## config.mk

```make
export PLATFORM = sky130hd
export DESIGN_NAME = sprite_anim_renderer
export DESIGN_NICKNAME = d
export VERILOG_FILES = /design/src/rtl/sprite_anim_renderer.sv
export SDC_FILE = /design/constraint.sdc
export NUM_CORES = 1
export LEC_CHECK = 0
export CORE_MARGIN = 10
export CORE_UTILIZATION = 50
export CTS_BUF_LIST = sky130_fd_sc_hd__clkbuf_4
export DETAILED_ROUTE_END_ITERATION = 6
export HOLD_SLACK_MARGIN = 0.05
export PLACE_DENSITY = 0.74
export SYNTH_ARGS = -nofsm -noshare
export SYNTH_HDL_FRONTEND = slang
export SYNTH_SLANG_ARGS = --single-unit
```

## constraint.sdc

```tcl
create_clock -name vga_clk -period 7.1 [get_ports vga_clk]
set_input_delay 1.42 -clock vga_clk [delete_from_list [all_inputs] [get_ports vga_clk]]
set_output_delay 1.42 -clock vga_clk [all_outputs]
set_load 0.05 [all_outputs]
```

## src/rtl/sprite_anim_renderer.sv

```systemverilog
// sprite_anim_renderer: animated, scalable, flippable sprite renderer feeding a synchronous sprite ROM
module sprite_anim_renderer #(
    parameter int SPRITE_W     = 40,
    parameter int SPRITE_H     = 50,
    parameter int NUM_FRAMES   = 4,
    parameter int FRAME_TICKS  = 8,
    parameter int SCALE_SHIFT  = 0,
    parameter int INDEX_W      = 3,
    parameter int TRANSP_EN    = 1,
    parameter int TRANSP_INDEX = 0,
    parameter int ADDR_W       = $clog2(SPRITE_W*SPRITE_H*NUM_FRAMES),
    parameter int FRAME_W      = (NUM_FRAMES > 1) ? $clog2(NUM_FRAMES) : 1
) (
    input  logic               vga_clk,
    input  logic               reset_n,
    input  logic [9:0]         DrawX,
    input  logic [9:0]         DrawY,
    input  logic               blank,
    input  logic [9:0]         CharX,
    input  logic [9:0]         CharY,
    input  logic               frame_tick,
    input  logic               flip_h,
    input  logic               anim_start,
    input  logic               anim_loop,
    input  logic               anim_stop,
    output logic [ADDR_W-1:0]  rom_addr,
    input  logic [INDEX_W-1:0] rom_data,
    output logic [INDEX_W-1:0] pix_index,
    output logic               active,
    output logic [FRAME_W-1:0] frame_idx,
    output logic               anim_busy,
    output logic               anim_done
);
    localparam int BW     = SPRITE_W << SCALE_SHIFT;
    localparam int BH     = SPRITE_H << SCALE_SHIFT;
    localparam int TICK_W = (FRAME_TICKS > 1) ? $clog2(FRAME_TICKS) : 1;

    typedef enum logic [1:0] {IDLE, LOOP, ONESHOT, HOLD} state_t;

    state_t             state_q, state_d;
    logic [TICK_W-1:0]  tick_q, tick_d;
    logic [FRAME_W-1:0] frame_q, frame_d, frame_nx;
    logic               done_d, done_q;
    logic [9:0]         lx_q, ly_q, sx, sy, xe;
    logic               lflip_q, lvalid_q, in_box, flag_q;
    logic [INDEX_W-1:0] pix_q;
    logic               act_q;

    // lvalid_q keeps the sprite dark after reset until a real position has been latched
    assign in_box = lvalid_q
                 && {1'b0, DrawX} >= {1'b0, lx_q} && {1'b0, DrawX} < {1'b0, lx_q} + 11'(BW)
                 && {1'b0, DrawY} >= {1'b0, ly_q} && {1'b0, DrawY} < {1'b0, ly_q} + 11'(BH);
    assign sx = (DrawX - lx_q) >> SCALE_SHIFT;
    assign sy = (DrawY - ly_q) >> SCALE_SHIFT;
    assign xe = lflip_q ? 10'(SPRITE_W - 1) - sx : sx;
    assign rom_addr = in_box ? ADDR_W'(frame_q) * ADDR_W'(SPRITE_W*SPRITE_H)
                             + ADDR_W'(sy) * ADDR_W'(SPRITE_W) + ADDR_W'(xe) : '0;
    assign pix_index = pix_q;
    assign active    = act_q;
    assign frame_idx = frame_q;
    assign anim_busy = (state_q == LOOP) || (state_q == ONESHOT);
    assign anim_done = done_q;
    assign frame_nx  = (frame_q == FRAME_W'(NUM_FRAMES - 1)) ? '0 : frame_q + 1'b1;

    // Capture position and flip once per video frame so a frame never tears
    always_ff @(posedge vga_clk or negedge reset_n) begin
        if (!reset_n) begin
            lx_q     <= '0;
            ly_q     <= '0;
            lflip_q  <= 1'b0;
            lvalid_q <= 1'b0;
        end else if (frame_tick) begin
            lx_q     <= CharX;
            ly_q     <= CharY;
            lflip_q  <= flip_h;
            lvalid_q <= 1'b1;
        end
    end

    // Two-stage pixel pipeline aligned with the one-cycle ROM read
    always_ff @(posedge vga_clk or negedge reset_n) begin
        if (!reset_n) begin
            flag_q <= 1'b0;
            pix_q  <= '0;
            act_q  <= 1'b0;
        end else begin
            flag_q <= in_box && blank;
            pix_q  <= flag_q ? rom_data : '0;
            act_q  <= flag_q && !((TRANSP_EN != 0) && rom_data == INDEX_W'(TRANSP_INDEX));
        end
    end

    // Animation state register
    always_ff @(posedge vga_clk or negedge reset_n) begin
        if (!reset_n) begin
            state_q <= IDLE;
            tick_q  <= '0;
            frame_q <= '0;
            done_q  <= 1'b0;
        end else begin
            state_q <= state_d;
            tick_q  <= tick_d;
            frame_q <= frame_d;
            done_q  <= done_d;
        end
    end

    // Animation next state: start beats stop, and a restart swallows a coincident tick
    always_comb begin
        state_d = state_q;
        tick_d  = tick_q;
        frame_d = frame_q;
        done_d  = 1'b0;
        if (anim_start) begin
            state_d = anim_loop ? LOOP : ONESHOT;
            tick_d  = '0;
            frame_d = '0;
        end else if (anim_stop) begin
            state_d = IDLE;
            tick_d  = '0;
            frame_d = '0;
        end else if (frame_tick && (state_q == LOOP || state_q == ONESHOT)) begin
            if (tick_q == TICK_W'(FRAME_TICKS - 1)) begin
                tick_d  = '0;
                frame_d = frame_nx;
                if (state_q == ONESHOT && frame_nx == FRAME_W'(NUM_FRAMES - 1)) begin
                    state_d = HOLD;
                    done_d  = 1'b1;
                end
            end else begin
                tick_d = tick_q + 1'b1;
            end
        end
    end
endmodule

```

==> results of run 1 <==
[cells in the mapped netlist, types with 2 or more instances]
cell type / count
o211ai_1: 3
mux2i_1: 5
or3_1: 3
nand3b_1: 2
a2111oi_0: 2
and3_1: 2
and4_1: 2
nand2_1: 33
nor2_1: 39
o41ai_1: 2
o21a_1: 8
xnor2_1: 31
a221o_1: 3
a21oi_1: 22
mux2_2: 3
o21ai_0: 25
a211oi_1: 2
ha_1: 70
and2_1: 4
nand3_1: 6
xor2_1: 14
a2111o_1: 2
dfrtp_1: 35
o21bai_1: 4
a21o_1: 8
o2111ai_1: 3
nor2b_1: 6
nand4_1: 3
or4_1: 2
o22ai_1: 4
nor4_1: 2
inv_1: 62
fa_1: 10
o31ai_1: 3
nor3_1: 5
clkbuf_1: 5
[placed cells by master, fill, tap and decap left out, drive strengths merged, types with 5 or more instances in the layout]
cell type,n
buf,71
ha,70
inv,62
clkdlybuf4s50,55
nor2,40
dfrtp,35
nand2,33
xnor2,31
o21ai,26
a21oi,22
xor2,14
fa,10
a21o,8
o21a,8
clkbuf,7
nand3,6
nor2b,6
nor3,5
mux2i,5
[sequential cells by signal, summed over array words and instances, names as in the netlist]
| signal | count |
|---|---|
| lx_q | 10 |
| active | 1 |
| ly_q | 10 |
| lflip_q | 1 |
| lvalid_q | 1 |
| tick_q | 3 |
| pix_index | 3 |
| frame_idx | 2 |
| anim_done | 1 |
| flag_q | 1 |
| state_q | 2 |
[metal layers]
metal | vias up | share of wire
li1 | 1832 | -
met1 | 1794 | 0.42
met2 | 121 | 0.50
met3 | 23 | 0.059
met4 | 0 | 0.024
met5 | - | 0
[timing repair]
action / 4_1_cts / 5_1_grt
resized for setup: 42 / 28
cloned: 0 / 0
setup buffers: 6 / 2
setup endpoints to repair: 4 / 3
pin swaps: 32 / 30
[layout make-up]
class / count / share of cell area
Multi-Input combinational cell: 350 / 0.544
Inverter: 62 / 0.0419
Clock buffer: 7 / 0.00936
Timing Repair Buffer: 133 / 0.225
Tap cell: 102 / 0.0227
Clock inverter: 1 / 0.000892
Sequential cell: 35 / 0.156
[through the flow]
step                      setup WS, ps  utilization  cells  area [sq um]  power, mW
after detailed placement          -438        0.682    674          5210       1.48
after floorplan                   79.0            -    453          3910       1.01
after CTS                         11.9        0.713    688          5450       1.74
after global routing              -141        0.734    690          5610       1.97
final                             7.08        0.734    690          5610       1.81
after global placement            -307        0.682    674          5210       1.45
[where the power goes]
group	internal (mW)	switching [mW]
Combinational	0.768	0.702
Clock	0.0462	0.0691
Sequential	0.213	0.0146
Total	1.03	0.785
[path summary, 6_finish.rpt]
kind	startpoint	end	slack (ps)	depth (start not counted)
max	DrawY[1]	rom_addr[12]	7	21
min	flag_q$_DFF_PN0_	pix_index[1]$_DFF_PN0_	520	1
max reg2reg	lx_q[5]$_DFFE_PN0P_	flag_q$_DFF_PN0_	4130	8
min reg2reg	flag_q$_DFF_PN0_	pix_index[1]$_DFF_PN0_	520	1
max in group asynchronous	reset_n	frame_idx[1]$_DFFE_PN0P_	5280	2
min in group asynchronous	reset_n	ly_q[8]$_DFFE_PN0P_	1470	2
[kinds of logic (layout without fill, tap and decap cells)]
logic type | Yosys count | in the layout | share of synthesized area
mux | 8 | 8 | 0.0214
buf+inv | 68 | 203 | 0.0656
fa+ha+maj | 80 | 80 | 0.275
compound gates | 103 | 103 | 0.177
flops | 35 | 35 | 0.224
simple gates | 114 | 114 | 0.136
xor+xnor | 45 | 45 | 0.101
[worst register-to-register path, cell delays in order, from the launching register on]
cell	delay [ps]
dfrtp_1	450
inv_1	80
ha_1	260
or4_1	530
o22a_1	220
buf_4	150
a2111oi_0	450
a2111o_1	590
nor2_1	100
==> run summary, run 1 <==
CTS Hold Buffers Added: 0
max-cap check violation count: 0
CP most frequent cell: ha_1
die width: 108 um
hold_ws: 521 ps
post-layout min period: 7090 ps
P_leak: 2.71 nW
largest cells by area after synthesis: dfrtp_1 (22%), ha_1 (22%), xnor2_1 (6.9%)
die area: 11800 sq um
CTS sink count: 35
initial drt markers: 175
I/O pin count: 72
Max Slew Vio Count: 0
gpl congestion: 0.858
Die H: 108 um
Gate Count Post-Synth: 453
Post-Syn Area per Cell: 8.63 sq um
Worst-Skew Late Latency: 350 ps
global-route wire length before repair: 18.1 mm
Total GRT Usage: 0.186
layout cells sized above 1: 0.235
post-route ant nets: 0
syn nets: 584
fillcell total: 547
drt wl/cell: 16.5 um
setup violators final: 0
met2 Use GR: 0.320
Setup CP Type: in -> out
Area Growth Syn to Fin: 43.6%
PD cells: 323 nW/um^2
worst slew pin tran: 632 ps
RSZ-0062 raised after global routing: true
diodes inserted: 0
met3 Use GR: 0.0512
setup TNS: 0 ps
final hold violations: 0
#FFs+latches synth: 35
Post-synth ARST share: 1.00
Clock transition at path regs: 100 ps
nets@finish: 718
maximum clock rate: 0.141 GHz
CTS tree: done
CP required: 5680 ps
vias in the first global route: 3880
drt total wl: 11.4 mm
Synth Warn #: 0
Max clock buf depth: 2
Worst slew margin: 0.579
class of the worst hold path: reg -> reg
GRT Residual Overflow: 0
via density per instance: 5.46
Initial Util: 0.511
met1 global-route usage: 0.227
Synth top area share: 0.224
Slowest-stage cell, CP: ha_1
layer with the highest usage: met2
EDFF count, synth: 0
pin count of the biggest net entering global routing: 43
DRT Pass-1 Iters: 5
register area share after synthesis: 0.224
CP Capture Type: output pin
Final Skew: 15.3 ps
final cycle utilization of the critical path: 0.999
detailed-route via count: 3770
# DRC: 0
Yosys cell types: 54
dominant synthesized flop cell: dfrtp_1
largest area contributor in the netlist: dfrtp_1
htree depth: 2
status: finished, final reports clean
clk root buf: clkbuf_4
Max FO, Critical Path: 3
slowest cell delay on critical path: 360 ps
CP Launch Type: input port
Core Region: 7650 sq um
CP delay by family, top: adder cells
footprint of the multi-input gates: 3060 sq um
register area: 876 sq um
crit path cell chain: clkdlybuf4s15_2 -> ha_1 -> nor2b_2 -> o21a_1 -> nor2_2 -> xnor2_1 -> buf_4 -> buf_4 -> ha_1 -> ha_1 -> a21oi_2 -> o21bai_1 -> a21oi_1 -> xnor2_1 -> ha_2 -> ha_4 -> or3_4 -> o22ai_4 -> xnor2_2 -> mux2i_2 -> buf_12
cell row count: 32
Num CTS Buffers: 5
Worst Path Buf+Inv: 4
initial antenna violation count: 0
I/O Buffers: 71
WP data arrival: 5670 ps
Peak VDD IR: 0.435 mV
post-synthesis cell area: 3910 sq um
detailed placer's ending HPWL: 8.48 mm
Power figures use the tool's default switching activity.
==> inputs of run 2 (changes only) <==
--- a/config.mk
+++ b/config.mk
@@ -9,8 +9,10 @@
 export CORE_UTILIZATION = 50
 export CTS_BUF_LIST = sky130_fd_sc_hd__clkbuf_4
 export DETAILED_ROUTE_END_ITERATION = 6
+export DONT_BUFFER_PORTS = 1
 export HOLD_SLACK_MARGIN = 0.05
-export PLACE_DENSITY = 0.74
+export PLACE_DENSITY = 0.62
+export RECOVER_POWER = 50
 export SYNTH_ARGS = -nofsm -noshare
 export SYNTH_HDL_FRONTEND = slang
 export SYNTH_SLANG_ARGS = --single-unit
==> run 2 against run 1 <==
Against the previous run: setup slack gained 130 ps; hold slack better by 2.3 ps; total power decreased by 15%; critical endpoint unchanged; cell count shrank 17%; sequential cell count stayed put; maximum frequency grew 1.9%; non-clock buffer count is 114 lower; largest cell class unchanged; die area unchanged; routed wire length shrank 17%; via count decreased by 15%; critical path type unchanged.
==> run summary, run 2 (synthesized netlist as in run 1, its figures left out) <==
status: finished, final reports clean
P_leak: 2.17 nW
Max FO, Critical Path: 4
I/O pin count: 72
commonest cells after routing, fill and taps aside: ha_1 (64), inv_1 (59), nor2_1 (37)
Slowest-stage cell, CP: fa_2
Area Growth Syn to Fin: 12.7%
switching part of the total: 0.465
worst slew pin tran: 910 ps
maximum clock rate: 0.144 GHz
commonest non-fill, non-tap cell in the layout: ha_1
CP Launch Type: input port
cell row count: 32
slowest cell delay on critical path: 410 ps
detailed-route via count: 3205
detailed placer's ending HPWL: 7.69 mm
CTS Hold Buffers Added: 0
Comb power frac: 0.753
reg-to-reg slack, setup: 4170 ps
WP data arrival: 5540 ps
total power: 1.55 mW
hold path startpoint: flag_q$_DFF_PN0_
htree depth: 2
drt wl/cell: 16.4 um
Register-to-Register Path Depth: 9
Die H: 108 um
CP most frequent cell: ha_1
initial antenna violation count: 0
Peak VDD IR: 0.170 mV
vias in the first global route: 3222
GRT Residual Overflow: 0
pin count of the biggest net entering global routing: 43
# DRC: 0
Max Slew Vio Count: 0
DRT Pass-1 Iters: 4
Clock transition at path regs: 120 ps
post-layout min period: 6960 ps
Max clock buf depth: 2
Hold Path End: pix_index[0]$_DFF_PN0_
post-route ant nets: 0
I/O Buffers: 0
crit path cell chain: inv_1 -> ha_2 -> inv_2 -> fa_2 -> a211oi_2 -> nor2_2 -> nor2_1 -> nor2_1 -> nor2_2 -> xnor2_2 -> ha_1 -> ha_1 -> o21a_1 -> o31ai_1 -> a21boi_1 -> ha_1 -> ha_1 -> or3_4 -> o22ai_4 -> xnor2_2 -> mux2i_2 -> buf_12
CTS tree: done
layout cells sized above 1: 0.139
Initial Util: 0.511
Pint: 0.828 mW
setup violators final: 0
Num CTS Buffers: 5
Setup CP Type: in -> out
FF-to-FF Start: ly_q[3]$_DFFE_PN0P_
register area: 876 sq um
net switching power: 0.721 mW
CP Capture Type: output pin
initial drt markers: 122
nets@finish: 604
Final Skew: 17.2 ps
CTS sink count: 35
gpl congestion: 0.808
worst reg2reg endpoint: flag_q$_DFF_PN0_
CP required: 5680 ps
via density per instance: 5.56
final cycle utilization of the critical path: 0.981
global-route wire length before repair: 15.3 mm
die width: 108 um
clk root buf: clkbuf_4
diodes inserted: 0
class of the worst hold path: reg -> reg
die area: 11800 sq um
Worst-Skew Late Latency: 350 ps
top flop regs: lx_q: 10 flops, ly_q: 10 flops
max-cap check violation count: 0
Worst slew margin: 0.391
Seq pwr share: 0.148
Core Region: 7650 sq um
clock network power share: 0.099
hold path depth: 1
setup TNS: 0 ps
footprint of the multi-input gates: 2930 sq um
drt total wl: 9.45 mm
Total GRT Usage: 0.158
fillcell total: 729
PD cells: 352 nW/um^2
final hold violations: 0
[run 2: cell type report]
type / instances / share of cell area
Tap cell: 102 / 0.0290
Timing Repair Buffer: 19 / 0.0352
Clock buffer: 5 / 0.00852
Sequential cell: 35 / 0.199
Inverter: 62 / 0.0528
Clock inverter: 3 / 0.00994
Multi-Input combinational cell: 350 / 0.666
[run 2: critical path: cells and delay by family]
kind / cells / cell delay [ps]
buffers and inverters: 3 / 260
and+or+nand+nor: 5 / 790
AOI/OAI and AO/OA: 5 / 830
adders and majority gates: 6 / 1620
muxes: 1 / 330
xor gates and xnor gates: 2 / 280
[run 2: stage by stage]
stage               hold WS [ps]  instance area, sq um  setup WS, ps  instances  utilization
finish                       524                  4410           136        576        0.576
floorplan                    454                  3910          79.0        453            -
detailed placement           494                  4140         -76.2        563        0.541
CTS                          525                  4240          9.63        571        0.554
global placement             485                  4140          53.2        563        0.541
global route                 558                  4410         -93.9        576        0.576
[run 2: layer usage]
| layer | global-route usage | share of wire | vias to the layer above |
|---|---|---|---|
| li1 | - | - | 1607 |
| met1 | 0.182 | 0.42 | 1524 |
| met2 | 0.279 | 0.51 | 65 |
| met3 | 0.0470 | 0.065 | 9 |
| met4 | 0.0377 | 0.0087 | 0 |
| met5 | 0 | 0 | - |
[run 2: how the worst max path moves through the flow]
stage / start / to / slack [ps] / cells past startpoint
floorplan: DrawY[0] / rom_addr[12] / 80 / 20
detailed placement: DrawY[0] / rom_addr[12] / -80 / 22
finish: DrawY[0] / rom_addr[12] / 140 / 22
global route: DrawY[0] / rom_addr[12] / -90 / 23
global placement: DrawY[0] / rom_addr[12] / 50 / 20
CTS: DrawY[0] / rom_addr[12] / 10 / 21
[run 2: what timing repair did]
action                                  4_1_cts  5_1_grt
buffers inserted                              0        5
gates cloned                                  0        0
endpoints found under the setup margin        1        3
gates resized for setup                       5       28
pin swaps                                     0       15
[run 2: power by group through the flow]
stage | clock [mW] | sequential, mW | combinational, mW
floorplan | 0 | 0.229 | 0.785
global placement | 0 | 0.233 | 0.995
detailed placement | 0 | 0.234 | 1.00
CTS | 0.159 | 0.230 | 1.03
global route | 0.171 | 0.232 | 1.30
finish | 0.153 | 0.230 | 1.17
==> inputs of run 3 (changes only) <==
--- a/config.mk
+++ b/config.mk
@@ -5,14 +5,15 @@
 export SDC_FILE = /design/constraint.sdc
 export NUM_CORES = 1
 export LEC_CHECK = 0
-export CORE_MARGIN = 10
-export CORE_UTILIZATION = 50
+export CORE_MARGIN = 8
+export CORE_UTILIZATION = 30
 export CTS_BUF_LIST = sky130_fd_sc_hd__clkbuf_4
 export DETAILED_ROUTE_END_ITERATION = 6
 export DONT_BUFFER_PORTS = 1
 export HOLD_SLACK_MARGIN = 0.05
-export PLACE_DENSITY = 0.62
+export PLACE_DENSITY = 0.41
 export RECOVER_POWER = 50
+export REMOVE_ABC_BUFFERS = 1
 export SYNTH_ARGS = -nofsm -noshare
 export SYNTH_HDL_FRONTEND = slang
 export SYNTH_SLANG_ARGS = --single-unit
==> run 3 against run 2 <==
Against the previous run: hold slack worse by 15 ps; die area up 44%; first-iteration DRC count up 9.8%; non-clock buffer count up 3; combinational power about the same; utilization down 22 points; clock skew up 5.0 ps; critical path type unchanged; global-route usage down 3.3 points.
==> run summary, run 3 (synthesized netlist as in run 1, its figures left out) <==
class of the worst hold path: reg -> reg
drt wl/cell: 15.9 um
nets@finish: 607
Max Slew Vio Count: 0
Clock transition at path regs: 160 ps
hold_ws: 509 ps
I/O pin count: 72
Pint: 0.798 mW
die area: 16900 sq um
max-cap check violation count: 0
P_leak: 2.15 nW
Worst-Skew Late Latency: 370 ps
Max clock buf depth: 2
final hold violations: 0
reg-to-reg slack, setup: 4250 ps
global-route wire length before repair: 16.5 mm
PD cells: 335 nW/um^2
cell row count: 41
gpl congestion: 0.805
Slowest-stage cell, CP: fa_2
Worst slew margin: 0.364
Die H: 130 um
top flop regs: lx_q: 10 flops, ly_q: 10 flops
crit path cell chain: inv_1 -> ha_2 -> inv_2 -> fa_2 -> a211oi_2 -> nor2_2 -> nor2_1 -> nor2_1 -> nor2_1 -> xnor2_1 -> ha_1 -> ha_4 -> inv_2 -> o21bai_1 -> a21oi_1 -> xnor2_1 -> ha_1 -> ha_4 -> or3_4 -> o22ai_4 -> xnor2_2 -> mux2i_1 -> buf_4
final cycle utilization of the critical path: 0.974
Placed Cells: 636
CP required: 5680 ps
detailed placer's ending HPWL: 8.44 mm
Max FO, Critical Path: 3
Area Growth Syn to Fin: 15.1%
Total GRT Usage: 0.125
design area: 4500 sq um
fillcell total: 1342
die width: 130 um
detailed-route via count: 3132
status: finished, final reports clean
CP most frequent cell: nor2_1
GRT Residual Overflow: 0
initial antenna violation count: 0
htree depth: 2
Final Skew: 22.3 ps
net switching power: 0.711 mW
Initial Util: 0.308
CP Launch Type: input port
Seq pwr share: 0.152
slowest cell delay on critical path: 400 ps
maximum clock rate: 0.145 GHz
pin count of the biggest net entering global routing: 43
commonest non-fill, non-tap cell in the layout: ha_1
vias in the first global route: 3144
Comb power frac: 0.761
# DRC: 0
I/O Buffers: 0
setup violators final: 0
layout cells sized above 1: 0.136
Peak VDD IR: 0.148 mV
initial drt markers: 134
post-route ant nets: 0
WP data arrival: 5490 ps
Core Region: 12700 sq um
CTS tree: done
clock network power share: 0.087
switching part of the total: 0.471
CTS Hold Buffers Added: 0
DRT Pass-1 Iters: 4
post-layout min period: 6910 ps
drt total wl: 10.3 mm
worst slew pin tran: 951 ps
post-route insts no fill: 649
Placed Area: 4230 sq um
Setup CP Type: in -> out
clk root buf: clkbuf_4
diodes inserted: 0
CTS sink count: 35
Num CTS Buffers: 5
CP Capture Type: output pin
via density per instance: 4.83
commonest cells after routing, fill and taps aside: ha_1 (62), inv_1 (59), nor2_1 (38)
## run 3: worst max-delay path, delay by kind of cell
family	cells	cell delay, ps
xor+xnor	3	440
fa+ha+maj	6	1730
mux	1	260
buf+inv	4	360
simple gates	5	720
compound gates	4	570
## run 3: repair_timing
action / 4_1_cts / 5_1_grt
pin swaps: 1 / 24
buffers inserted: 0 / 5
resized for setup: 6 / 25
endpoints found under the setup margin: 1 / 3
## run 3: power by group through the flow
| stage | clock network (mW) | registers [mW] | logic, mW |
|---|---|---|---|
| 5_1_grt | 0.143 | 0.233 | 1.29 |
| 4_1_cts | 0.139 | 0.230 | 1.02 |
| 6_report | 0.131 | 0.230 | 1.15 |
| 3_5_place_dp | 0 | 0.234 | 0.992 |
| 2_1_floorplan | 0 | 0.230 | 0.775 |
| 3_3_place_gp | 0 | 0.234 | 0.989 |
## run 3: path summary, 6_finish.rpt
check                                     startpoint                   end  depth (start not counted)
worst max-delay path                        DrawY[0]          rom_addr[12]                         23
worst min-delay path            lvalid_q$_DFFE_PN0P_  lvalid_q$_DFFE_PN0P_                          1
worst max register to register   ly_q[1]$_DFFE_PN0P_      flag_q$_DFF_PN0_                          9
worst min register to register  lvalid_q$_DFFE_PN0P_  lvalid_q$_DFFE_PN0P_                          1
max in group asynchronous                    reset_n   lx_q[6]$_DFFE_PN0P_                          0
min in group asynchronous                    reset_n   ly_q[1]$_DFFE_PN0P_                          0
## run 3: area by class of cell
| class | instances | area, sq um | share of cell area |
|---|---|---|---|
| Inverter | 62 | 236 | 0.0526 |
| Tap cell | 172 | 215 | 0.0478 |
| Sequential cell | 35 | 876 | 0.195 |
| Timing Repair Buffer | 22 | 165 | 0.0367 |
| Clock inverter | 3 | 23.8 | 0.00529 |
| Clock buffer | 5 | 37.5 | 0.00834 |
| Multi-Input combinational cell | 350 | 2940 | 0.655 |
## run 3: through the flow
step           utilization  total power, mW  worst slack (ps)  TNS, ps
5_1_grt              0.355             1.67             -1.66    -1.66
2_1_floorplan            -             1.01              -145     -145
3_5_place_dp         0.334             1.23             -83.6    -83.6
6_report             0.355             1.51               187        0
3_3_place_gp         0.334             1.22              10.2        0
4_1_cts              0.341             1.39              8.17        0
## run 3: layer usage
layer	part of all wire	vias to the layer above	track usage
li1	-	1612	-
met1	0.49	1450	0.171
met2	0.44	65	0.194
met3	0.061	5	0.0302
met4	0.0087	0	0.0287
met5	0	-	0
